File: src/rtl/clause_operand_fetch_pkg.sv
// Shared types for the clause operand fetch slice: FSM state enum and clause record layout.
// Default slot count / variable ID width come from VAR_PER_CLAUSE / MAX_VARS_BITS macros.
`ifndef VAR_PER_CLAUSE
`define VAR_PER_CLAUSE 5
`endif
`ifndef MAX_VARS_BITS
`define MAX_VARS_BITS 8
`endif

package sat_pkg;
    localparam int unsigned VPC = `VAR_PER_CLAUSE;
    localparam int unsigned MVB = `MAX_VARS_BITS;

    typedef enum logic [1:0] {
        IDLE,
        CLAUSE,
        LOOKUP,
        PRESENT
    } fsm_state_e;

    typedef struct packed {
        logic [VPC-1:0]          mask;
        logic [VPC-1:0]          pole;
        logic [VPC-1:0][MVB-1:0] variable;
    } clause_entry_t;
endpackage

File: src/rtl/clause_operand_fetch_if.sv
// Request, clause/variable memory and evaluator signals of clause_operand_fetch.
// master = the fetch block, slave = scheduler/memories/evaluator side.
interface clause_operand_fetch_if import sat_pkg::*; #(
    parameter int unsigned VAR_PER_CLAUSE = VPC,
    parameter int unsigned MAX_VARS_BITS  = MVB,
    parameter int unsigned CLAUSE_ID_BITS = 8
) ();
    logic                                         req_valid;
    logic                                         req_ready;
    logic [CLAUSE_ID_BITS-1:0]                    req_clause_id;
    logic                                         cmem_rd_en;
    logic [CLAUSE_ID_BITS-1:0]                    cmem_addr;
    logic [VAR_PER_CLAUSE-1:0]                    cmem_mask;
    logic [VAR_PER_CLAUSE-1:0]                    cmem_pole;
    logic [VAR_PER_CLAUSE-1:0][MAX_VARS_BITS-1:0] cmem_variable;
    logic                                         vmem_rd_en;
    logic [MAX_VARS_BITS-1:0]                     vmem_addr;
    logic                                         vmem_unassign;
    logic                                         vmem_val;
    logic                                         eval_en;
    logic                                         eval_ready;
    logic [VAR_PER_CLAUSE-1:0]                    unassign;
    logic [VAR_PER_CLAUSE-1:0]                    clause_mask;
    logic [VAR_PER_CLAUSE-1:0]                    clause_pole;
    logic [VAR_PER_CLAUSE-1:0]                    val;
    logic [VAR_PER_CLAUSE-1:0][MAX_VARS_BITS-1:0] variable;
    logic [CLAUSE_ID_BITS-1:0]                    out_clause_id;

    modport master (
        input  req_valid, req_clause_id, cmem_mask, cmem_pole, cmem_variable,
               vmem_unassign, vmem_val, eval_ready,
        output req_ready, cmem_rd_en, cmem_addr, vmem_rd_en, vmem_addr, eval_en,
               unassign, clause_mask, clause_pole, val, variable, out_clause_id
    );

    modport slave (
        output req_valid, req_clause_id, cmem_mask, cmem_pole, cmem_variable,
               vmem_unassign, vmem_val, eval_ready,
        input  req_ready, cmem_rd_en, cmem_addr, vmem_rd_en, vmem_addr, eval_en,
               unassign, clause_mask, clause_pole, val, variable, out_clause_id
    );
endinterface

File: src/rtl/clause_operand_fetch_next_slot_finder.sv
// Next lookup slot at or above 'from'; with SUB_CLAUSE_MASK_SKIP_EN only mask=1 slots qualify,
// otherwise every slot does. done=1 when no slot remains.
module next_slot_finder #(
    parameter int unsigned VAR_PER_CLAUSE = 5,
    parameter int unsigned SLOT_W         = 3
) (
    input  logic [VAR_PER_CLAUSE-1:0] mask,
    input  logic [SLOT_W-1:0]         from,
    output logic [SLOT_W-1:0]         next,
    output logic                      done
);
`ifdef SUB_CLAUSE_MASK_SKIP_EN
    always_comb begin
        next = '0;
        done = 1'b1;
        for (int unsigned i = 0; i < VAR_PER_CLAUSE; i++) begin
            if (done && mask[i] && (i >= 32'(from))) begin
                next = SLOT_W'(i);
                done = 1'b0;
            end
        end
    end
`else
    logic unused_mask;
    assign unused_mask = ^mask;
    assign next        = from;
    assign done        = (32'(from) >= VAR_PER_CLAUSE);
`endif
endmodule

File: src/rtl/clause_operand_fetch.sv
// Fetches a clause record, looks up each variable's assignment and presents the operand set.
// Optional SUB_CLAUSE_MASK_SKIP_EN: look up only mask=1 slots.
module clause_operand_fetch import sat_pkg::*; #(
    parameter int unsigned VAR_PER_CLAUSE = VPC,
    parameter int unsigned MAX_VARS_BITS  = MVB,
    parameter int unsigned CLAUSE_ID_BITS = 8
) (
    input  logic                   clock,
    input  logic                   reset,
    clause_operand_fetch_if.master bus
);
    localparam int unsigned SLOT_W = $clog2(VAR_PER_CLAUSE + 1);
    localparam int unsigned IDX_W  = (VAR_PER_CLAUSE > 1) ? $clog2(VAR_PER_CLAUSE) : 1;

    fsm_state_e state_q, state_d;

    logic [CLAUSE_ID_BITS-1:0]                    id_q, id_d;
    logic [VAR_PER_CLAUSE-1:0]                    mask_q, mask_d;
    logic [VAR_PER_CLAUSE-1:0]                    pole_q, pole_d;
    logic [VAR_PER_CLAUSE-1:0][MAX_VARS_BITS-1:0] var_q, var_d;
    logic [VAR_PER_CLAUSE-1:0]                    unassign_q, unassign_d;
    logic [VAR_PER_CLAUSE-1:0]                    val_q, val_d;
    logic                                         eval_en_q, eval_en_d;
    logic [SLOT_W-1:0]                            slot_q, slot_d;
    logic                                         issuing_q, issuing_d;
    logic                                         cap_q, cap_d;
    logic [IDX_W-1:0]                             cap_slot_q, cap_slot_d;

    logic [VAR_PER_CLAUSE-1:0] fnd_mask;
    logic [SLOT_W-1:0]         fnd_from;
    logic [SLOT_W-1:0]         fnd_next;
    logic                      fnd_done;
    clause_entry_t             entry;

    // In CLAUSE the mask is still on the memory bus, so search from slot 0 of the raw read data.
    always_comb begin
        if (state_q == CLAUSE) begin
            fnd_mask = bus.cmem_mask;
            fnd_from = '0;
        end else begin
            fnd_mask = mask_q;
            fnd_from = slot_q + SLOT_W'(1);
        end
    end

    next_slot_finder #(
        .VAR_PER_CLAUSE (VAR_PER_CLAUSE),
        .SLOT_W         (SLOT_W)
    ) u_next_slot_finder (
        .mask (fnd_mask),
        .from (fnd_from),
        .next (fnd_next),
        .done (fnd_done)
    );

    always_ff @(posedge clock or posedge reset) begin
        if (reset) state_q <= IDLE;
        else       state_q <= state_d;
    end

    always_comb begin
        state_d = state_q;
        unique case (state_q)
            IDLE:    if (bus.req_valid)                  state_d = CLAUSE;
            CLAUSE:  state_d = fnd_done ? PRESENT : LOOKUP;
            LOOKUP:  if (!issuing_q)                     state_d = PRESENT;
            PRESENT: if (eval_en_q && bus.eval_ready)    state_d = IDLE;
            default: state_d = IDLE;
        endcase
    end

    always_comb begin
        bus.req_ready  = (state_q == IDLE) && !reset;
        bus.cmem_rd_en = (state_q == IDLE) && !reset && bus.req_valid;
        bus.cmem_addr  = bus.req_clause_id;
        bus.vmem_rd_en = (state_q == LOOKUP) && issuing_q;
        bus.vmem_addr  = var_q[slot_q[IDX_W-1:0]];
    end

    // Lookup is a two-stage pipe: slot_q issues this cycle, cap_slot_q captures last cycle's read.
    always_comb begin
        entry      = {bus.cmem_mask, bus.cmem_pole, bus.cmem_variable};
        id_d       = id_q;
        mask_d     = mask_q;
        pole_d     = pole_q;
        var_d      = var_q;
        unassign_d = unassign_q;
        val_d      = val_q;
        eval_en_d  = eval_en_q;
        slot_d     = slot_q;
        issuing_d  = issuing_q;
        cap_d      = cap_q;
        cap_slot_d = cap_slot_q;
        unique case (state_q)
            IDLE: begin
                if (bus.req_valid) id_d = bus.req_clause_id;
            end
            CLAUSE: begin
                mask_d     = entry.mask;
                pole_d     = entry.pole;
                var_d      = entry.variable;
                unassign_d = '0;
                val_d      = '0;
                slot_d     = fnd_next;
                issuing_d  = !fnd_done;
                cap_d      = 1'b0;
                eval_en_d  = fnd_done;
            end
            LOOKUP: begin
                if (cap_q) begin
                    unassign_d[cap_slot_q] = bus.vmem_unassign & mask_q[cap_slot_q];
                    val_d[cap_slot_q]      = bus.vmem_val & mask_q[cap_slot_q];
                end
                cap_d      = issuing_q;
                cap_slot_d = slot_q[IDX_W-1:0];
                if (issuing_q) begin
                    slot_d    = fnd_next;
                    issuing_d = !fnd_done;
                end else begin
                    eval_en_d = 1'b1;
                end
            end
            PRESENT: begin
                if (eval_en_q && bus.eval_ready) eval_en_d = 1'b0;
            end
            default: ;
        endcase
    end

    always_ff @(posedge clock or posedge reset) begin
        if (reset) begin
            id_q       <= '0;
            mask_q     <= '0;
            pole_q     <= '0;
            var_q      <= '0;
            unassign_q <= '0;
            val_q      <= '0;
            eval_en_q  <= 1'b0;
            slot_q     <= '0;
            issuing_q  <= 1'b0;
            cap_q      <= 1'b0;
            cap_slot_q <= '0;
        end else begin
            id_q       <= id_d;
            mask_q     <= mask_d;
            pole_q     <= pole_d;
            var_q      <= var_d;
            unassign_q <= unassign_d;
            val_q      <= val_d;
            eval_en_q  <= eval_en_d;
            slot_q     <= slot_d;
            issuing_q  <= issuing_d;
            cap_q      <= cap_d;
            cap_slot_q <= cap_slot_d;
        end
    end

    assign bus.eval_en       = eval_en_q;
    assign bus.unassign      = unassign_q;
    assign bus.clause_mask   = mask_q;
    assign bus.clause_pole   = pole_q;
    assign bus.val           = val_q;
    assign bus.variable      = var_q;
    assign bus.out_clause_id = id_q;
endmodule

File: src/flat_wrapper.sv
// flat-port wrapper written by rule: the top's interface ports become plain ports
module clause_operand_fetch_flat import sat_pkg::*;
#(
    parameter int unsigned VAR_PER_CLAUSE = VPC,
    parameter int unsigned MAX_VARS_BITS  = MVB,
    parameter int unsigned CLAUSE_ID_BITS = 8
)
  (clock, reset, bus_req_valid, bus_req_clause_id, bus_cmem_mask, bus_cmem_pole, bus_cmem_variable, bus_vmem_unassign, bus_vmem_val, bus_eval_ready, bus_req_ready, bus_cmem_rd_en, bus_cmem_addr, bus_vmem_rd_en, bus_vmem_addr, bus_eval_en, bus_unassign, bus_clause_mask, bus_clause_pole, bus_val, bus_variable, bus_out_clause_id);
  clause_operand_fetch_if #(.VAR_PER_CLAUSE(VAR_PER_CLAUSE), .MAX_VARS_BITS(MAX_VARS_BITS), .CLAUSE_ID_BITS(CLAUSE_ID_BITS)) bus_i ();
  input  logic clock;
  input  logic reset;
  input wire logic [$bits(bus_i.req_valid)-1:0] bus_req_valid;
  input wire logic [$bits(bus_i.req_clause_id)-1:0] bus_req_clause_id;
  input wire logic [$bits(bus_i.cmem_mask)-1:0] bus_cmem_mask;
  input wire logic [$bits(bus_i.cmem_pole)-1:0] bus_cmem_pole;
  input wire logic [$bits(bus_i.cmem_variable)-1:0] bus_cmem_variable;
  input wire logic [$bits(bus_i.vmem_unassign)-1:0] bus_vmem_unassign;
  input wire logic [$bits(bus_i.vmem_val)-1:0] bus_vmem_val;
  input wire logic [$bits(bus_i.eval_ready)-1:0] bus_eval_ready;
  output wire logic [$bits(bus_i.req_ready)-1:0] bus_req_ready;
  output wire logic [$bits(bus_i.cmem_rd_en)-1:0] bus_cmem_rd_en;
  output wire logic [$bits(bus_i.cmem_addr)-1:0] bus_cmem_addr;
  output wire logic [$bits(bus_i.vmem_rd_en)-1:0] bus_vmem_rd_en;
  output wire logic [$bits(bus_i.vmem_addr)-1:0] bus_vmem_addr;
  output wire logic [$bits(bus_i.eval_en)-1:0] bus_eval_en;
  output wire logic [$bits(bus_i.unassign)-1:0] bus_unassign;
  output wire logic [$bits(bus_i.clause_mask)-1:0] bus_clause_mask;
  output wire logic [$bits(bus_i.clause_pole)-1:0] bus_clause_pole;
  output wire logic [$bits(bus_i.val)-1:0] bus_val;
  output wire logic [$bits(bus_i.variable)-1:0] bus_variable;
  output wire logic [$bits(bus_i.out_clause_id)-1:0] bus_out_clause_id;
  assign bus_i.req_valid = bus_req_valid;
  assign bus_i.req_clause_id = bus_req_clause_id;
  assign bus_i.cmem_mask = bus_cmem_mask;
  assign bus_i.cmem_pole = bus_cmem_pole;
  assign bus_i.cmem_variable = bus_cmem_variable;
  assign bus_i.vmem_unassign = bus_vmem_unassign;
  assign bus_i.vmem_val = bus_vmem_val;
  assign bus_i.eval_ready = bus_eval_ready;
  assign bus_req_ready = bus_i.req_ready;
  assign bus_cmem_rd_en = bus_i.cmem_rd_en;
  assign bus_cmem_addr = bus_i.cmem_addr;
  assign bus_vmem_rd_en = bus_i.vmem_rd_en;
  assign bus_vmem_addr = bus_i.vmem_addr;
  assign bus_eval_en = bus_i.eval_en;
  assign bus_unassign = bus_i.unassign;
  assign bus_clause_mask = bus_i.clause_mask;
  assign bus_clause_pole = bus_i.clause_pole;
  assign bus_val = bus_i.val;
  assign bus_variable = bus_i.variable;
  assign bus_out_clause_id = bus_i.out_clause_id;
  clause_operand_fetch #(.VAR_PER_CLAUSE(VAR_PER_CLAUSE), .MAX_VARS_BITS(MAX_VARS_BITS), .CLAUSE_ID_BITS(CLAUSE_ID_BITS)) u_core (.clock(clock), .reset(reset), .bus(bus_i));
endmodule
File: config.mk
export PLATFORM = sky130hd
export DESIGN_NAME = clause_operand_fetch_flat
export DESIGN_NICKNAME = d
export VERILOG_FILES = /design/src/rtl/clause_operand_fetch_pkg.sv /design/src/rtl/clause_operand_fetch_if.sv /design/src/rtl/clause_operand_fetch_next_slot_finder.sv /design/src/rtl/clause_operand_fetch.sv /design/src/flat_wrapper.sv
export SDC_FILE = /design/constraint.sdc
export NUM_CORES = 1
export LEC_CHECK = 0
export CORE_UTILIZATION = 39
export CTS_CLUSTER_DIAMETER = 60
export DETAILED_ROUTE_END_ITERATION = 10
export MAX_ROUTING_LAYER = met4
export PLACE_DENSITY_LB_ADDON = 0.2
export SLEW_MARGIN = 30
export SYNTH_ARGS = -nofsm -noshare
export SYNTH_HDL_FRONTEND = slang
export SYNTH_HIERARCHICAL = 1
export SYNTH_SLANG_ARGS = --single-unit
File: constraint.sdc
create_clock -name clock -period 2.4 [get_ports clock]
set_input_delay 0.36 -clock clock [delete_from_list [all_inputs] [get_ports clock]]
set_output_delay 0.36 -clock clock [all_outputs]
set_load 0.05 [all_outputs]
==> run metrics <==
Netlist cell types 40; crit-path leading delay family flip-flops; Hold Crit Class in2async; routability cong. 0.8071; core box area 9284 um2; P&R area growth vs syn 51.18%; port bufs 151; area post-placement 5431 um2; Peak Freq 433.0 MHz; Final Cell Area 5684 um2; ys async rst share 100.0%; layout cells sized above 1 23.29%; initial antenna violation count 0; die area 10040 um2; vias in the first global route 2898; Max Slew Vio Count 0; Tot GR Track Use 19.74%; Initial DRC Count 51; slew margin rel. 54.29%; largest net degree at the start of global routing 41; count leader, synth dfrtp_1; Buf/Inv on CP 2; clock slew at reported path FFs 80 ps; CP Launch Point u_core/slot_q[2]; endpoint class of the critical path output port; slowest CP cell dfrtp_1; critical register-to-register path startpoint u_core/state_q[0]; Post-CTS Setup Bufs 0; Period minus WS final 2309 ps; RSZ-0062 raised after global routing no; Startpoint Class register; # Max-Cap Violations 0; die width 100.2 um; ANT cells 0; H-Tree Depth 3; clk_lat worst skew 350 ps; num ports 152; post-synth top area share 52.58%; leading area contributor after synthesis dfrtp_1; Worst Tran Pin Value 668.4 ps; syn_area_per_cell 12.79 um2; Root Buffer Master clkbuf_8; crit path DAT 1950 ps; via count 2790; antenna viol nets, final 0; hold_buf cts 0; first-pass iteration count of the detailed router 4; Die Y 100.2 um; Syn. warnings 6; clk sinks 79; crit-path cells buf_4 > nand2b_1 > o22ai_1 > buf_12; DRC 0; TNS Setup 0 ps; CP Class reg2out; fin crit share 96.22%; Resized cells post-CTS 0; Cell Rows 35; cell area after synthesis 3760 um2; CP max stage delay 500 ps; DPL Wire Length 6783 um; Post-synth EDFFs 0; Clock Skew 14.17 ps; Primary FF master, synth dfrtp_1; first-pass GRT wire length 14650 um; status finished clean; total grt overflow 0; Crit path required time 2040 ps; Nets 505; Setup violations, final 0; Post-Synthesis Cells 294; CTS Buf Count 9; final wirelength 9139 um; Vias/cell 4.921; synth cell count leaders dfrtp_1 (79), mux2_2 (62), mux2i_1 (17); Yosys reg bits 79; CTS max path bufs 2; Initial Util 40.50%; Syn Nets 364; CTS tree done; Critical Path Fanout Max 8; DR WL/cell 16.12 um; ranking of synthesized cells by area dfrtp_1 (53%), mux2_2 (19%), mux2i_1 (4.5%); Final Hold Fails 0; sequential share of the synthesized area 52.58%
kinds of logic (layout without fill, tap and decap cells):
logic type / Yosys count / in the layout / synth area share, %
muxes: 83 / 83 / 24.29
xor gates and xnor gates: 1 / 1 / 0.2330
and+or+nand+nor: 48 / 48 / 6.855
DFF: 79 / 79 / 52.58
AOI/OAI and AO/OA: 42 / 42 / 8.785
adders and majority gates: 6 / 6 / 1.997
buffers and inverters: 35 / 179 / 5.258
routing by layer:
layer	share of wire (%)	up-vias	track usage (%)
met5	0	-	-
met1	43	1368	23.29
li1	-	1331	-
met2	51	81	33.35
met4	1.3	0	5.351
met3	4.8	10	5.292
worst register-to-register path, delay by kind of cell (launching register included):
kind	cells	cell delay (ps)
buffers and inverters	2	300
AOI/OAI and AO/OA	2	730
adders and majority gates	1	400
DFF	1	430
path summary, 6_finish.rpt:
path	slack, ps	end	depth (start not counted)
max	90	bus_vmem_addr[0]	4
min reg2reg	510	u_core/bus.out_clause_id[5]	1
max reg2reg	400	u_core/bus.unassign[2]	5
min	450	u_core/bus.val[2]	2
max in group asynchronous	1320	u_core/bus.variable[10]	3
min in group clock	510	u_core/bus.out_clause_id[5]	1
layout by cell type (no fill, tap or decap), types with 2 or more instances in the layout:
cell / Yosys / layout
a211oi_1: 9 / 9
o31ai_1: 2 / 2
nor2b_1: 4 / 3
buf_12: 0 / 11
ha_1: 6 / 5
mux2_2: 62 / 62
mux2i_1: 17 / 17
nor2_1: 5 / 5
inv_1: 5 / 4
a2bb2oi_1: 8 / 8
nor3_1: 10 / 10
buf_4: 11 / 8
mux2_1: 4 / 4
o211ai_1: 2 / 2
nand2b_1: 3 / 3
clkbuf_8: 0 / 9
a21oi_1: 4 / 4
bufinv_16: 0 / 4
nand2_1: 12 / 11
nand3b_1: 2 / 2
clkdlybuf4s50_1: 0 / 140
or2_1: 4 / 4
dfrtp_1: 79 / 79
o21ai_0: 2 / 2
o22ai_1: 8 / 8
nand3_1: 2 / 2
a2111oi_0: 2 / 2
layout make-up:
class / count / area [um2]
timing repair buffer: 159 / 1682
tap: 129 / 161.4
sequential: 79 / 1977
clock inverter: 4 / 120.1
inverter: 6 / 23.77
fill: 770 / 3600
multi-input combinational: 180 / 1593
clock buffer: 10 / 127.6
sequential cells by signal (all words and copies together), names as in the netlist, 3 cells and up:
name and count:
u_core/bus.variable 40, u_core/bus.out_clause_id 8, u_core/bus.clause_pole 5, u_core/bus.clause_mask 5, u_core/cap_slot_q 3, u_core/slot_q 3
u_core/bus.val 5, u_core/bus.unassign 5
stage by stage:
step	setup WS [ps]	utilization, %	hold slack, ps	cells
after global placement	396.1	58.50	487.7	553
after floorplan	16.62	-	483.7	294
after detailed placement	332.3	58.50	496.7	553
after CTS	2.004	61.17	471.7	567
after global routing	15.83	61.23	526.9	567
final	90.60	61.23	454.2	567
Power is left out: the tool's default activity adds up to more than one toggle a clock period on the data nets, which glitch-free logic cannot reach.
